**src/rtl/keypad_scanner.sv**
```systemverilog
// Matrix keypad front end: strobes columns, assembles and debounces whole frames,
// turns clean single-key presses into key codes queued behind a valid/ready FIFO.
module keypad_scanner #(
    parameter int unsigned NUM_COLS   = 3,
    parameter int unsigned NUM_ROWS   = 4,
    parameter int unsigned SCAN_DIV   = 1000,
    parameter int unsigned DEBOUNCE   = 4,
    parameter int unsigned FIFO_DEPTH = 4,
    localparam int unsigned KW        = $clog2(NUM_COLS * NUM_ROWS)
) (
    input  logic                clk,
    input  logic                rst,
    output logic [NUM_COLS-1:0] columnSel,
    input  logic [NUM_ROWS-1:0] scanData,
    output logic [KW-1:0]       key_code,
    output logic                key_valid,
    input  logic                key_ready,
    output logic                any_pressed,
    output logic                overflow,
    input  logic                clr_overflow
);

    localparam int unsigned NK = NUM_COLS * NUM_ROWS;
    localparam int unsigned DW = $clog2(SCAN_DIV);
    localparam int unsigned CW = $clog2(NUM_COLS);
    localparam int unsigned SW = $clog2(DEBOUNCE + 1);
    localparam int unsigned PW = $clog2(FIFO_DEPTH);

    localparam logic [DW-1:0] DivLast   = DW'(SCAN_DIV - 1);
    localparam logic [CW-1:0] ColLast   = CW'(NUM_COLS - 1);
    localparam logic [SW-1:0] StableMax = SW'(DEBOUNCE);

    // Scan state
    logic [DW-1:0]       div_q, div_d;
    logic [CW-1:0]       col_q, col_d;
    logic [NUM_COLS-1:0] colsel_q, colsel_d;
    logic [NK-1:0]       frame_q, frame_d;
    logic [NK-1:0]       frame_full;
    logic                sample, frame_done;

    // Debounce state
    logic [NK-1:0]       prev_q, prev_d;
    logic [NK-1:0]       deb_q, deb_d;
    logic [SW-1:0]       stable_q, stable_d;
    logic                any_q, any_d;
    logic                same, reached, update, onehot;
    logic                push;
    logic [KW-1:0]       push_code;

    // FIFO state
    logic [KW-1:0]       mem_q [FIFO_DEPTH];
    logic [PW:0]         wptr_q, wptr_d;
    logic [PW:0]         rptr_q, rptr_d;
    logic                ovf_q, ovf_d;
    logic                empty, full, pop, wr_en, drop;

    always_comb begin
        sample     = (div_q == DivLast);
        frame_done = sample && (col_q == ColLast);

        // Current frame with the column being sampled right now merged in
        frame_full = frame_q;
        for (int unsigned c = 0; c < NUM_COLS; c++) begin
            if (col_q == CW'(c)) begin
                frame_full[c*NUM_ROWS +: NUM_ROWS] = scanData;
            end
        end

        div_d    = div_q + 1'b1;
        col_d    = col_q;
        colsel_d = colsel_q;
        frame_d  = frame_q;
        if (sample) begin
            div_d    = '0;
            col_d    = frame_done ? '0 : col_q + 1'b1;
            colsel_d = {colsel_q[NUM_COLS-2:0], colsel_q[NUM_COLS-1]};
            frame_d  = frame_full;
        end
    end

    always_comb begin
        same     = (frame_full == prev_q);
        stable_d = stable_q;
        prev_d   = prev_q;
        if (same) begin
            stable_d = (stable_q == StableMax) ? stable_q : stable_q + 1'b1;
        end else begin
            stable_d = SW'(1);
        end
        // A changed frame starts a fresh run, which matters only when DEBOUNCE == 1
        reached = frame_done && (stable_d == StableMax) && (!same || (stable_q != StableMax));
        update  = reached && (frame_full != deb_q);
        onehot  = (frame_full != '0) && ((frame_full & (frame_full - 1'b1)) == '0);

        push_code = '0;
        for (int unsigned i = 0; i < NK; i++) begin
            if (frame_full[i]) begin
                push_code = KW'(i);
            end
        end

        deb_d = deb_q;
        push  = 1'b0;
        if (frame_done) begin
            prev_d = frame_full;
        end else begin
            stable_d = stable_q;
        end
        if (update) begin
            deb_d = frame_full;
            push  = onehot && (deb_q == '0);
        end
        any_d = |deb_d;
    end

    always_comb begin
        empty = (wptr_q == rptr_q);
        full  = (wptr_q[PW] != rptr_q[PW]) && (wptr_q[PW-1:0] == rptr_q[PW-1:0]);
        pop   = !empty && key_ready;
        wr_en = push && (!full || pop);
        drop  = push && full && !pop;

        wptr_d = wptr_q;
        rptr_d = rptr_q;
        if (wr_en) begin
            wptr_d = wptr_q + 1'b1;
        end
        if (pop) begin
            rptr_d = rptr_q + 1'b1;
        end

        ovf_d = ovf_q;
        if (clr_overflow) begin
            ovf_d = 1'b0;
        end
        if (drop) begin
            ovf_d = 1'b1;
        end
    end

    always_ff @(posedge clk) begin
        if (rst) begin
            div_q    <= '0;
            col_q    <= '0;
            colsel_q <= {{(NUM_COLS-1){1'b0}}, 1'b1};
            frame_q  <= '0;
            prev_q   <= '0;
            deb_q    <= '0;
            stable_q <= '0;
            any_q    <= 1'b0;
            wptr_q   <= '0;
            rptr_q   <= '0;
            ovf_q    <= 1'b0;
        end else begin
            div_q    <= div_d;
            col_q    <= col_d;
            colsel_q <= colsel_d;
            frame_q  <= frame_d;
            prev_q   <= prev_d;
            deb_q    <= deb_d;
            stable_q <= stable_d;
            any_q    <= any_d;
            wptr_q   <= wptr_d;
            rptr_q   <= rptr_d;
            ovf_q    <= ovf_d;
        end
    end

    // Storage is cleared too so the head reads as zero out of reset
    always_ff @(posedge clk) begin
        if (rst) begin
            for (int unsigned i = 0; i < FIFO_DEPTH; i++) begin
                mem_q[i] <= '0;
            end
        end else if (wr_en) begin
            mem_q[wptr_q[PW-1:0]] <= push_code;
        end
    end

    assign columnSel   = colsel_q;
    assign key_valid   = !empty;
    assign key_code    = mem_q[rptr_q[PW-1:0]];
    assign any_pressed = any_q;
    assign overflow    = ovf_q;

endmodule

```
**config.mk**
```make
export PLATFORM = sky130hd
export DESIGN_NAME = keypad_scanner
export DESIGN_NICKNAME = d
export VERILOG_FILES = /design/src/rtl/keypad_scanner.sv
export SDC_FILE = /design/constraint.sdc
export NUM_CORES = 1
export LEC_CHECK = 0
export ABC_CLOCK_PERIOD_IN_PS = 3300
export BUFFER_PORTS_ARGS = -buffer_cell sky130_fd_sc_hd__buf_2
export CORE_MARGIN = 2
export CORE_UTILIZATION = 37
export CTS_CLUSTER_SIZE = 20
export DETAILED_ROUTE_END_ITERATION = 8
export PLACE_DENSITY_LB_ADDON = 0.08
export SETUP_SLACK_MARGIN = 0.05
export SYNTH_ARGS = -nofsm -noshare
export SYNTH_HDL_FRONTEND = slang
export SYNTH_SLANG_ARGS = --single-unit
```
**constraint.sdc**
```tcl
create_clock -name clk -period 3.3 [get_ports clk]
set_clock_uncertainty 0.05 [all_clocks]
set_input_delay 0.165 -clock clk [delete_from_list [all_inputs] [get_ports clk]]
set_output_delay 0.165 -clock clk [all_outputs]
set_load 0.005 [all_outputs]
```
Word level (Yosys, flattened, before mapping)
Memories as Yosys holds them, arrays and structs flattened. A register that Yosys moved wholly into a read port is not among the register bits.
Cells that the tools add are included.
{"block": "word_totals", "mem_bits_rw": 16, "in_bits": 8, "reg_bits": 62, "memories": 1, "output_inout_bits": 10, "word_cells": 86}
{"block": "op_classes", "bitwise_logic": 1, "n_mux": 31, "n_reduce_logical": 25, "n_addsub": 6, "n_eq_ne": 11}
{"name": "mem_q", "depth": 4, "word_bits": 4, "read_ports": 1, "rd_clocked_by_memory_dff": 1, "wr": 4, "line_no": "51", "text": "logic [KW-1:0] mem_q [FIFO_DEPTH];"}
{"cell": "4-bit 2-to-1 mux", "count": 14}
{"cell": "12-bit logical NOT", "count": 2}
{"cell": "12-bit AND", "count": 1}
{"cell": "12-bit equality test", "count": 1}
{"cell": "12-bit 2-to-1 mux", "count": 1}
{"cell": "12-bit inequality test", "count": 1}
{"cell": "12-bit nonzero test", "count": 1}
{"cell": "12-bit OR reduction", "count": 1}
{"cell": "12-bit by 1-bit subtractor with 12-bit output (second input constant)", "count": 1}
{"cell": "1-bit logical AND", "count": 11}
{"cell": "10-bit by 1-bit adder with 10-bit output (second input constant)", "count": 1}
{"cell": "10-bit equality test (second input constant)", "count": 1}
{"cell": "1-bit 2-to-1 mux", "count": 10}
{"cell": "3-bit by 1-bit adder with 3-bit output (second input constant)", "count": 3}
{"cell": "2-bit 2-to-1 mux", "count": 4}
{"cell": "3-bit equality test (second input constant)", "count": 2}
{"cell": "3-bit 2-to-1 mux", "count": 2}
{"cell": "1-bit logical NOT", "count": 4}
{"cell": "4-bit OR reduction", "count": 1}
{"cell": "3-bit equality test", "count": 1}
{"cell": "3-bit inequality test (second input constant)", "count": 1}
{"cell": "2-bit by 1-bit adder with 2-bit output (second input constant)", "count": 1}
{"cell": "2-bit by 1-bit equality test with 1-bit output (second input constant)", "count": 1}
{"cell": "2-bit equality test", "count": 1}
{"cell": "other kinds (6)", "count": 7}

Depth between registers and ports, before layout
Gate-level depths: netlist of the first run.
{"block": "depth", "word_depth": 15, "ltp_mapped": 12, "ltp_nobuf": 9}

Least setup slack after synthesis of the first run
OpenSTA, ideal clock, no wires.
{"block": "synth_path", "path_type": "register to register", "start": "register col_q[1]", "end": "memory mem_q[1][0] (netlist name) (enable)", "stages_incl_launch_ff": 11, "arrival_ns": 2.426, "path_buffers": 2, "required_time_ns": 2.889, "setup_ns": 0.361, "path_slack_ns": 0.463, "synth_period_minus_slack_ns": 2.837, "path_cell_list": "dfxtp_1 -> buf_6 -> nand2b_1 -> clkbuf_1 -> mux2i_1 -> nor4_1 -> mux2i_1 -> and3_1 -> nor4bb_1 -> nand3b_1 -> o21ai_0"}
{"item": "from (decl)", "line_no": "35", "text": "logic [CW-1:0] col_q, col_d;"}
{"item": "from (signal assigned)", "line_no": "156", "text": "col_q <= col_d;"}
{"item": "to (decl)", "line_no": "51"}

==> reports/qor.csv, run 1 <==
metric;value;unit
topRoutingLayerUsed;met4;
antenna_left;0;
ctsLongestPathBuffers;2;
cts_tree;yes;
fillCellCount;1272;
crit_slowest_cell;nor4_4;
placementRows;40;
synth_flop_cell;dfxtp_1;
firstDrtPassIters;5;
grt_max_degree;54;
cts-root-buf;clkbuf_16;
cts.clk_slew.worst_paths;0.07;ns
yosysSeqAreaShare;37.9;%
synthXorXnorAreaFrac;5.47;%
antenna_found_initial;0;
worstSetupPathType;reg -> reg;
dr_total_vias;4048;
portBuffers;17;
diodes;0;
arrival;3.04;ns
ys_ff_latch;80;
area_growth;16.8;%
synth_top_family_by_area;simple AND/OR/NAND/NOR gates;
synthMuxAreaShare;10.4;%
detailed_place_hpwl;9870;um
via_per_inst;5.49;
fmax;329;MHz
gr-total-overflow;0;
drive_gt1_share;19.5;%
cts_hold_buf;0;
tightest_slew;0.799;ns
insertion_delay;0.35;ns
maxCapViolCount;0;
m1WireLength;6560;um
yosysUniqueCellTypes;71;
synthesis.nets;538;
slowest_delay;0.46;ns
p_leak;2.01;nW
grtUsageTotal;20.9;%
clock_sinks;80;
yosys.area_share.simple;22.3;%
rsz0062_at_grt;no;
first_global_vias;3847;
min_period;3.04;ns
finalHoldViolCount;0;
fin_setup_tns;0;ns
cp.required;3.30;ns
total_power;2.07;mW
fp.dieW;116;um
synth-edff-count;16;
async_reset_ff_share;0;%
drc_errors;0;
maxSlewViolCount;0;
core;12100;sq um
yosys.area_share.adder;1.35;%
pin_count;18;
final_util;44.8;%
hold_class;in -> reg;
finalCritPeriodShare;92.2;%
setup_violations;0;
dieArea;13500;sq um
start_util;38.3;%
crit_path_max_fanout;9;
crit_path_cell_trace;nor2b_1, buf_12, mux2i_4, buf_4, a21oi_1, a211oi_1, nand4_1, nor4_4, nand3_1, nand2_1;
power.density;382;nW/um^2
met2_length;5990;um
status;finished, final reports clean;
fp.dieH;116;um
relSlewSlack;46.3;%
nNetsFinal;577;
netlist_area;4640;sq um
cp-end-kind;flop;
dr_wl_met3;625;um
cts-htree-levels;3;
synth_area_per_cell;8.85;sq um
ys_warn_count;0;
cp-start-kind;flop;
gp_congestion;0.926;
irDropWorstVdd;0.247;mV
drt_iter0_drc;392;
cts_made_buffers;9;
synthCells;525;
synth_compound_area_share;17.3;%
postRouteWirelength;13400;um
grt_pass1_wl;21200;um
wl_per_cell;18.2;um
-- cells in the final DEF (no fill, tap or decap), drive strengths merged, types with 9 or more instances in the layout --
cell / synthesis / final
nor2: 78 / 78
dfxtp: 64 / 64
buf: 17 / 59
a21oi: 34 / 34
mux2i: 31 / 31
nand2: 25 / 25
inv: 22 / 25
a211oi: 20 / 20
o21ai: 20 / 20
xor2: 17 / 17
edfxtp: 16 / 16
nor3: 15 / 15
nand3: 14 / 14
xnor2: 12 / 12
nor4: 12 / 12
nor2b: 10 / 10
clkbuf: 14 / 9
nand2b: 9 / 9
-- per-layer routing --
metal,global-route usage (%),vias up
met5,0,-
met1,29.7,1928
met4,7.62,0
li1,-,1987
met2,32.4,114
met3,3.19,19
-- where the power goes --
part           leakage (nW)  total (mW)  internal [mW]  switching [mW]
Clock                 0.138       0.964          0.519           0.446
Sequential            0.675        1.01           1.01         0.00616
Combinational          1.20      0.0972         0.0344          0.0628
-- flip-flops by register name, indices dropped and copies added, names as in the netlist, 2 cells and up, named ones only --
| name | cells |
|---|---|
| div_q | 10 |
| rptr_q | 3 |
| prev_q | 12 |
| col_q | 2 |
| deb_q | 12 |
| frame_q | 12 |
| columnSel | 3 |
| stable_q | 3 |
| mem_q | 16 |
| wptr_q | 3 |
-- critical path, delay by kind of cell (launching register included) --
kind / cells / cell delay [ns]
AOI/OAI and AO/OA: 2 / 0.41
and+or+nand+nor: 5 / 1.23
muxes: 1 / 0.24
buffers and inverters: 2 / 0.36
DFF: 1 / 0.43
-- repair_timing --
item                       CTS  global route
gates resized for setup      0             7
setup endpoints to repair    0            22
setup buffers                0             0
-- final timing paths --
| path | slack, ns | end | from | depth (start not counted) |
|---|---|---|---|---|
| worst min-delay path | 0.02 | overflow | clr_overflow | 3 |
| worst max register to register | 0.26 | mem_q[3][2] | col_q[0] | 10 |
| worst min register to register | 0.41 | div_q[0] | div_q[0] | 1 |
| worst max-delay path | 0.26 | mem_q[3][2] | col_q[0] | 10 |
-- per-stage QoR --
stage | area, sq um | setup slack [ns] | hold slack (ns) | instances
detailed placement | 5120 | 0.0807 | 0.384 | 721
floorplan | 4640 | 0.463 | 0.289 | 525
global route | 5430 | 0.0552 | 0.0401 | 737
global placement | 5120 | 0.125 | 0.380 | 721
finish | 5430 | 0.257 | 0.0224 | 737
CTS | 5400 | 0.0539 | 0.0188 | 737
-- Yosys cell counts, types with 4 or more instances --
cell	instances	share of area, %
nand3b_1	5	0.81
ha_1	5	1.3
nor2b_1	10	1.3
dfxtp_1	64	28
xor2_1	17	3.2
inv_1	22	1.8
a211oi_1	19	3.1
mux2i_1	29	6.3
clkbuf_1	14	1.1
edfxtp_1	16	10
o21ai_0	18	1.9
o22ai_1	7	0.94
mux4_2	4	1.9
nand4_1	5	0.67
nor4_1	9	1.2
nand2b_1	9	1.2
nor3_1	13	1.4
nand3_1	14	1.5
nand2_1	24	1.9
and3_1	5	0.67
or3_1	6	0.81
a21oi_1	34	3.7
xnor2_1	12	2.3
nor2_1	77	6.2
mux2_2	4	0.97
o221ai_1	4	0.75
buf_2	9	0.97
-- final cells by class --
class / instances / area [sq um] / area share [%]
Timing Repair Buffer: 59 / 413 / 7.61
Tap cell: 168 / 210 / 3.87
Sequential cell: 80 / 1760 / 32.5
Multi-Input combinational cell: 392 / 2680 / 49.3
Clock buffer: 9 / 225 / 4.15
Clock inverter: 7 / 55.1 / 1.01
Inverter: 22 / 82.6 / 1.52
-- kinds of logic after synthesis --
logic type,Yosys count
and+or+nand+nor,198
buffers and inverters,53
AOI/OAI and AO/OA,120
muxes,40
adders and majority gates,5
DFF,80
xor gates and xnor gates,29
No activity file was read; power rests on OpenSTA's default activity.
==> run 2, diff against run 1 <==
--- a/config.mk
+++ b/config.mk
@@ -8,7 +8,7 @@
 export ABC_CLOCK_PERIOD_IN_PS = 3300
 export BUFFER_PORTS_ARGS = -buffer_cell sky130_fd_sc_hd__buf_2
 export CORE_MARGIN = 2
-export CORE_UTILIZATION = 37
+export CORE_UTILIZATION = 30
 export CTS_CLUSTER_SIZE = 20
 export DETAILED_ROUTE_END_ITERATION = 8
 export PLACE_DENSITY_LB_ADDON = 0.08
==> reports/qor.csv, run 2 (synthesis gave the netlist of run 1 again) <==
metric;value;unit
status;finished, final reports clean;
postRouteWirelength;14300;um
grt_max_degree;54;
hold_class;in -> reg;
cts_tree;yes;
portBuffers;17;
finalHoldViolCount;0;
detailed_place_hpwl;10400;um
final_util;36.3;%
total_power;2.18;mW
maxCapViolCount;0;
cp-start-kind;flop;
dpl_cell_area;5140;sq um
nNetsFinal;579;
core;15100;sq um
dieArea;16500;sq um
p_comb_share;4.6;%
firstDrtPassIters;5;
fmax;330;MHz
cts-htree-levels;3;
cts.clk_slew.worst_paths;0.06;ns
fin_setup_tns;0;ns
power.density;397;nW/um^2
antenna_left;0;
cts_made_buffers;9;
drt_iter0_drc;345;
swShare;23.0;%
worstSetupPathType;reg -> reg;
cts_hold_buf;0;
irDropWorstVdd;0.216;mV
fp.dieH;128;um
whs;0.0270;ns
gr-total-overflow;0;
diodes;0;
cts_setup_buffers;0;
antenna_found_initial;0;
cts-root-buf;clkbuf_16;
cts_resized;0;
pin_count;18;
regMostFlops;mem_q;
rsz0062_at_grt;no;
fp.dieW;128;um
via_per_inst;5.39;
area_growth;18.3;%
p_sw;0.502;mW
dp_slack;0.144;ns
final_cells;759;
p_int;1.68;mW
setup_violations;0;
dr_total_vias;4089;
wl_per_cell;18.8;um
first_global_vias;3883;
start_util;30.7;%
placed_cells_incl_taps;743;
drc_errors;0;
insertion_delay;0.35;ns
crit_path_max_fanout;11;
placementRows;45;
ctsLongestPathBuffers;2;
p_leak;2.04;nW
min_period;3.03;ns
arrival;3.02;ns
tightest_slew;0.588;ns
clock_sinks;80;
layout_commonest_cell;nor2_1;
seq_power_share;46.4;%
maxSlewViolCount;0;
relSlewSlack;59.7;%
grtUsageTotal;17.9;%
finish.instance_area;5500;sq um
finalCritPeriodShare;91.8;%
final_cell_mix;77 x nor2_1, 62 x dfxtp_1, 44 x buf_4;
largest_register_ff_count;16;
cp-end-kind;flop;
gp_congestion;0.900;
pwr-share-clk;49.0;%
cp.required;3.29;ns
setup_slack;0.271;ns
drive_gt1_share;20.0;%
grt_pass1_wl;22500;um
## run 2: cell types whose count changed in the layout (fill, tap and decap cells not counted), sizes merged
cell / previous run / this run
buf: 59 / 61
bufinv: 0 / 1
clkbuf: 9 / 11
inv: 25 / 24
clkinvlp: 1 / 0
clkinv: 3 / 2
## run 2: final timing paths
path / startpoint / to / slack, ns / depth (start not counted)
worst max-delay path: col_q[0] / mem_q[3][1] / 0.27 / 11
worst min register to register: overflow / overflow / 0.42 / 2
worst max register to register: col_q[0] / mem_q[3][1] / 0.27 / 11
worst min-delay path: clr_overflow / overflow / 0.03 / 3
## run 2: power by group through the flow
stage,registers [mW],logic (mW),clock network (mW)
4_1_cts,1.01,0.0974,1.10
3_5_place_dp,1.04,0.0969,0
6_report,1.01,0.100,1.07
5_1_grt,1.01,0.109,1.14
2_1_floorplan,1.03,0.0604,0
3_3_place_gp,1.03,0.0975,0
## run 2: area by class of cell
type	count	area, sq um
fill	1552	9650
inverter	22	82.6
clock inverter	5	61.3
clock buffer	11	254
multi-input combinational	392	2680
sequential	80	1760
tap	188	235
timing repair buffer	61	415
## run 2: worst max-delay path, cell delays in order (launching register included)
cell      delay [ns]
dfxtp_2         0.40
buf_4           0.20
or2_1           0.16
buf_4           0.19
o21ai_1         0.09
a2111o_1        0.51
a211oi_1        0.25
nand4_1         0.19
nor4_4          0.21
buf_4           0.20
nand3_1         0.08
nand2_1         0.19
## run 2: routing by layer
layer	wire length, um	GRT usage, %	part of all wire (%)
met5	0	0	0
met3	563	2.62	3.9
met4	401	8.02	2.8
met2	6550	27.9	46
met1	6770	24.7	47
